`src/rtl/slave_in_port.sv`:
```
// Serial bus slave front end: receives address and burst count serially,
// assembles serial write data into words and issues one-cycle memory
// strobes; aborts on grant loss, word overflow or data timeout.
module slave_in_port #(
  parameter int unsigned ADDR_LEN  = 12,
  parameter int unsigned DATA_LEN  = 8,
  parameter int unsigned BURST_LEN = 12
) (
  input  logic                 clk,
  input  logic                 reset,
  input  logic                 write_en,
  input  logic                 read_en,
  input  logic                 approval_grant,
  input  logic                 rx_address,
  input  logic                 rx_burst_number,
  input  logic                 rx_data,
  input  logic                 master_valid,
  output logic                 slave_ready,
  output logic [ADDR_LEN-1:0]  mem_addr,
  output logic [DATA_LEN-1:0]  mem_wdata,
  output logic                 mem_we,
  output logic                 mem_re,
  output logic [BURST_LEN-1:0] burst_len,
  output logic                 rx_done,
  output logic                 error
);

  localparam int unsigned H  = (ADDR_LEN > BURST_LEN + 1) ? ADDR_LEN : BURST_LEN + 1;
  localparam int unsigned HW = $clog2(H + 1);
  localparam int unsigned DW = (DATA_LEN > 1) ? $clog2(DATA_LEN) : 1;

  typedef enum logic [1:0] {IDLE, HEADER, DATA, DONE} state_t;
  state_t state, state_nx;

  logic [HW-1:0]        hdr_cnt;
  logic [DW-1:0]        bit_cnt;
  logic [3:0]           idle_cnt;
  logic [BURST_LEN-1:0] word_idx;
  logic [ADDR_LEN-1:0]  addr_q;
  logic [DATA_LEN-1:0]  acc_q;
  logic [DATA_LEN-1:0]  wbuf_q;
  logic                 pend_q;
  logic                 hdr_done_q;
  logic                 fin_q;
  logic                 wr_q;

  logic [ADDR_LEN-1:0]  addr_nx;
  logic [BURST_LEN-1:0] burst_nx;
  logic [DATA_LEN-1:0]  acc_nx;
  logic [BURST_LEN-1:0] words_exp;
  logic start, active, hdr_last, bit_in, word_done, do_write, is_last, abort;

  // State register
  always_ff @(posedge clk or negedge reset) begin
    if (!reset) state <= IDLE;
    else        state <= state_nx;
  end

  // Next-state logic, serial capture and abort detection
  always_comb begin
    addr_nx   = addr_q;
    burst_nx  = burst_len;
    acc_nx    = acc_q;
    state_nx  = state;
    start     = (state == IDLE) && slave_ready && (write_en || read_en) && approval_grant;
    // fin_q marks a transaction already finished; later bits are ignored
    active    = ((state == HEADER) || (state == DATA)) && !fin_q;
    hdr_last  = (state == HEADER) && (hdr_cnt == HW'(H - 1));
    if (state == HEADER) begin
      for (int unsigned i = 0; i < ADDR_LEN; i++)
        if (32'(hdr_cnt) == i) addr_nx[i] = rx_address;
      // header bit 0 on the burst line is a marker and never stored
      for (int unsigned i = 0; i < BURST_LEN; i++)
        if (32'(hdr_cnt) == i + 1) burst_nx[i] = rx_burst_number;
    end
    bit_in    = active && wr_q && master_valid;
    word_done = bit_in && (bit_cnt == DW'(DATA_LEN - 1));
    if (bit_in) begin
      for (int unsigned i = 0; i < DATA_LEN; i++)
        if (32'(bit_cnt) == i) acc_nx[i] = rx_data;
    end
    do_write  = active && wr_q && pend_q && hdr_done_q;
    words_exp = (burst_len == '0) ? BURST_LEN'(1) : burst_len;
    is_last   = ((word_idx + BURST_LEN'(1)) == words_exp);
    abort     = active && (!approval_grant
                           || (word_done && pend_q && !do_write)
                           || ((state == DATA) && !master_valid && (idle_cnt == 4'hF)));
    case (state)
      IDLE:    if (start) state_nx = HEADER;
      HEADER:  if (abort) state_nx = IDLE;
               else if (hdr_last) state_nx = DATA;
      DATA:    if (abort) state_nx = IDLE;
               else if (fin_q) state_nx = DONE;
      DONE:    state_nx = IDLE;
      default: state_nx = IDLE;
    endcase
  end

  // Datapath registers and registered outputs
  always_ff @(posedge clk or negedge reset) begin
    if (!reset) begin
      slave_ready <= 1'b0;
      mem_addr    <= '0;
      mem_wdata   <= '0;
      mem_we      <= 1'b0;
      mem_re      <= 1'b0;
      burst_len   <= '0;
      rx_done     <= 1'b0;
      error       <= 1'b0;
      hdr_cnt     <= '0;
      bit_cnt     <= '0;
      idle_cnt    <= '0;
      word_idx    <= '0;
      addr_q      <= '0;
      acc_q       <= '0;
      wbuf_q      <= '0;
      pend_q      <= 1'b0;
      hdr_done_q  <= 1'b0;
      fin_q       <= 1'b0;
      wr_q        <= 1'b0;
    end else begin
      mem_we      <= 1'b0;
      mem_re      <= 1'b0;
      error       <= abort;
      rx_done     <= (state_nx == DONE);
      slave_ready <= (state_nx != DONE) && !abort;
      if (start) begin
        wr_q       <= write_en;
        hdr_cnt    <= '0;
        bit_cnt    <= '0;
        idle_cnt   <= '0;
        word_idx   <= '0;
        addr_q     <= '0;
        acc_q      <= '0;
        burst_len  <= '0;
        pend_q     <= 1'b0;
        hdr_done_q <= 1'b0;
        fin_q      <= 1'b0;
      end else if (abort) begin
        pend_q <= 1'b0;
      end else if (active) begin
        if (state == HEADER) begin
          addr_q    <= addr_nx;
          burst_len <= burst_nx;
          hdr_cnt   <= hdr_cnt + HW'(1);
          if (hdr_last) begin
            hdr_done_q <= 1'b1;
            if (!wr_q) begin
              mem_re   <= 1'b1;
              mem_addr <= addr_nx;
              fin_q    <= 1'b1;
            end
          end
        end
        if (state == DATA) idle_cnt <= master_valid ? 4'h0 : idle_cnt + 4'h1;
        if (bit_in) begin
          acc_q   <= acc_nx;
          bit_cnt <= word_done ? '0 : bit_cnt + DW'(1);
        end
        if (do_write) begin
          mem_we    <= 1'b1;
          mem_wdata <= wbuf_q;
          mem_addr  <= addr_q + ADDR_LEN'(word_idx);
          word_idx  <= word_idx + BURST_LEN'(1);
          if (is_last) fin_q <= 1'b1;
        end
        // a word completing in the same cycle the older one is written
        // simply takes over the buffer
        if (word_done) begin
          wbuf_q <= acc_nx;
          pend_q <= 1'b1;
        end else if (do_write) begin
          pend_q <= 1'b0;
        end
      end
    end
  end

endmodule

```
`config.mk`:
```
export PLATFORM = sky130hd
export DESIGN_NAME = slave_in_port
export DESIGN_NICKNAME = d
export VERILOG_FILES = /design/src/rtl/slave_in_port.sv
export SDC_FILE = /design/constraint.sdc
export NUM_CORES = 1
export LEC_CHECK = 0
export ABC_AREA = 1
export CAP_MARGIN = 20
export CORE_UTILIZATION = 25
export CTS_BUF_LIST = sky130_fd_sc_hd__clkbuf_2 sky130_fd_sc_hd__clkbuf_4 sky130_fd_sc_hd__clkbuf_8
export CTS_CLUSTER_SIZE = 28
export DETAILED_ROUTE_END_ITERATION = 12
export PLACE_DENSITY = 0.41
export SLEW_MARGIN = 20
export SYNTH_ARGS = -nofsm -noshare
export SYNTH_HDL_FRONTEND = slang
export SYNTH_SLANG_ARGS = --single-unit
```
`constraint.sdc`:
```
create_clock -name clk -period 5.5 [get_ports clk]
set_input_delay 1.65 -clock clk [delete_from_list [all_inputs] [get_ports clk]]
set_output_delay 1.65 -clock clk [all_outputs]
set_load 0.01 [all_outputs]
```
==> flow_summary.yaml <==
die:
  fp.dieH_microns: 149
  ios: 46
  die_w_microns: 149
  rows: 53
  core_sq_um: 21100
  start_util: 0.255
  dieArea_sq_um: 22100
logic_synthesis:
  synth_top_area_frac: 0.437
  ys_top_cells_by_count: "nand2_1, dfrtp_1, inv_1"
  yosysWarnings: 0
  synth_area_leaders: "dfrtp_1, nand2_1, ha_1"
  synth_seq_cells: 94
  synth-edff-count: 0
  ys.flop_type: "dfrtp_1"
  netlist.top_cell.by_area: "dfrtp_1"
  synth-seq-area-share: 0.437
  syn_inst: 688
  syn-cell-area_sq_um: 5380
  syn_nets: 724
  synth_most_common_cell: "nand2_1"
  syn_area_per_cell_sq_um: 7.83
  synth_cell_types: 40
  ys_async_sr_fraction: 1.00
setup_path:
  r2r_start: "state[1]$_DFF_PN0_"
  startpoint_type: "input pin"
  end_kind: "flip-flop"
  required_ns: 5.78
  cp-startpoint: "master_valid"
  critPathMaxFanout: 22
  cp.arrival_ns: 3.94
  critical_path_class: "in -> reg"
clock_tree:
  htreeDepth: 3
  clock_latency_ns: 0.38
  clkSlewWorstSetupHoldPaths_ns: 0.10
  cts_tree: "built"
  clkSinkCount: 94
  clk_path_buf_depth: 2
  cts_resized: 0
  ctsHoldBuffers: 0
  numCtsBuffers: 9
  post_cts_buffers: 0
  cts_root_buf: "clkbuf_8"
finish:
  areaGrowthSynthToFinish_pct: 17.2
  layout-drive-gt1-share: 0.0504
  fillers: 2305
  regArea_sq_um: 2350
  multi_input_area_sq_um: 2630
  finalNetCount: 765
  diodes: 0
timing:
  rsz0062_at_grt: "false"
  finalSetupViolCount: 0
  timing.hold.ws_ns: 0.487
  slew_headroom: 0.329
  timing.setup.tns_ns: 0
  skew_ns: 0.0109
  final.period_utilization: 0.666
  finalHoldViolations: 0
  tightest_slew_ns: 1.00
  maxSlewViolCount: 0
  min_period_ns: 3.67
  fmax_mhz: 273
global_route:
  grt_use_total: 0.147
  grt_max_degree: 74
  antenna_found_initial: 0
  grt_pass1_wl_microns: 24900
  overflow: 0
  first_global_vias: 4644
outcome:
  status: "complete, no violations"
place:
  portBuffers: 45
  place_congestion: 0.825
  dp_hpwl_microns: 11500
drt:
  drc: 0
  wire_per_inst_microns: 15.2
  routed_wl_microns: 15300
  vias: 4701
  antenna_left: 0
  drt_pass1_iterations: 4
  first_iter_violations: 211
  avgViaCountPerCell: 4.66
hold_path:
  min_path_type: "reg -> reg"
  worstHoldStart: "mem_addr[8]$_DFFE_PN0P_"
run:
  cap_violations: 0
pwr:
  peakVddDrop_v: 0.000149
  p_per_area_nw_per_um2: 285
  power.leakage_nw: 2.94
-- state kept, by name (all words and copies together), names as in the netlist, 2 cells and up --
register / flops
acc_q: 8
idle_cnt: 4
hdr_cnt: 4
word_idx: 12
bit_cnt: 3
burst_len: 12
mem_wdata: 8
mem_addr: 12
state: 2
addr_q: 12
wbuf_q: 8
-- report_power, final --
part           internal [mW]  leakage, nW  switching (mW)
clock network          0.179       0.0981           0.281
registers              0.769         1.29          0.0673
logic                  0.177         1.55           0.324
total                   1.13         2.94           0.672
-- logic make-up after synthesis --
logic type,count (synthesis),share of synthesized area
flip-flops,94,0.437
XOR/XNOR,9,0.0146
multiplexers,6,0.0112
AO/OA/AOI/OAI,140,0.141
AND/OR/NAND/NOR,313,0.258
buffers and inverters,99,0.0746
adder cells (fa/ha/maj),27,0.0641
-- cell usage in the layout, fill, tap and decap left out, drive strengths merged --
| cell type | netlist | final |
|---|---|---|
| a21o | 1 | 1 |
| a31oi | 4 | 4 |
| o22ai | 18 | 18 |
| dfrtp | 94 | 94 |
| nor3 | 5 | 5 |
| clkinv | 0 | 3 |
| nand4 | 8 | 8 |
| clkdlybuf4s50 | 0 | 44 |
| nand3 | 67 | 67 |
| xor2 | 4 | 4 |
| o21bai | 1 | 1 |
| nand3b | 4 | 4 |
| o21ai | 66 | 66 |
| a21oi | 44 | 44 |
| buf | 12 | 5 |
| xnor2 | 5 | 5 |
| o21a | 1 | 1 |
| mux2i | 6 | 6 |
| nor2 | 51 | 51 |
| ha | 26 | 26 |
| inv | 80 | 83 |
| nand2 | 176 | 176 |
| o211ai | 1 | 1 |
| or2 | 2 | 2 |
| fa | 1 | 1 |
| clkbuf | 7 | 10 |
| o31ai | 3 | 3 |
| a221oi | 1 | 1 |
-- metrics by stage --
step | total power, mW | setup slack (ns) | util | instances | area (sq um)
finish | 1.80 | 1.83 | 0.299 | 1009 | 6310
global route | 1.94 | 1.64 | 0.299 | 1009 | 6310
CTS | 1.83 | 1.83 | 0.298 | 1008 | 6280
detailed placement | 1.35 | 1.40 | 0.289 | 992 | 6100
global placement | 1.35 | 1.40 | 0.289 | 992 | 6100
floorplan | 1.17 | 2.56 | - | 688 | 5380
-- area by class of cell --
cell class                 instances  share of cell area
clock buffer                      10              0.0208
clock inverter                     6             0.00852
inverter                          80              0.0480
multi-input combinational        495               0.417
sequential                        94               0.373
tap                              275              0.0545
timing repair buffer              49              0.0789
-- critical path, cell delays in order --
cell	delay [ns]
clkdlybuf4s50_1	0.53
nand3_4	0.12
nor2_4	0.14
nand3_2	0.10
nand2_2	0.18
nor2_4	0.09
nand2_8	0.17
inv_4	0.13
nor2_4	0.50
a21oi_1	0.13
o21ai_0	0.12
nand2_1	0.06
-- metal layers --
metal | global-route usage | part of all wire | up-vias
met3 | 0.0251 | 0.036 | 12
met1 | 0.198 | 0.48 | 2238
met5 | 0 | 0 | -
met2 | 0.239 | 0.47 | 88
li1 | - | - | 2363
met4 | 0.0439 | 0.013 | 0
-- worst paths after layout --
| kind | to | depth (start not counted) | slack (ns) |
|---|---|---|---|
| worst max-delay path | mem_addr[8]$_DFFE_PN0P_ | 12 | 1.83 |
| worst min-delay path | mem_addr[8]$_DFFE_PN0P_ | 2 | 0.49 |
| worst max register to register | bit_cnt[0]$_DFFE_PN0P_ | 13 | 2.53 |
| worst min register to register | mem_addr[8]$_DFFE_PN0P_ | 2 | 0.49 |
| max in group asynchronous | hdr_cnt[3]$_DFFE_PN0P_ | 2 | 3.60 |
| min in group asynchronous | mem_addr[6]$_DFFE_PN0P_ | 1 | 1.20 |
Note: power is estimated with default switching activity, not from simulation.
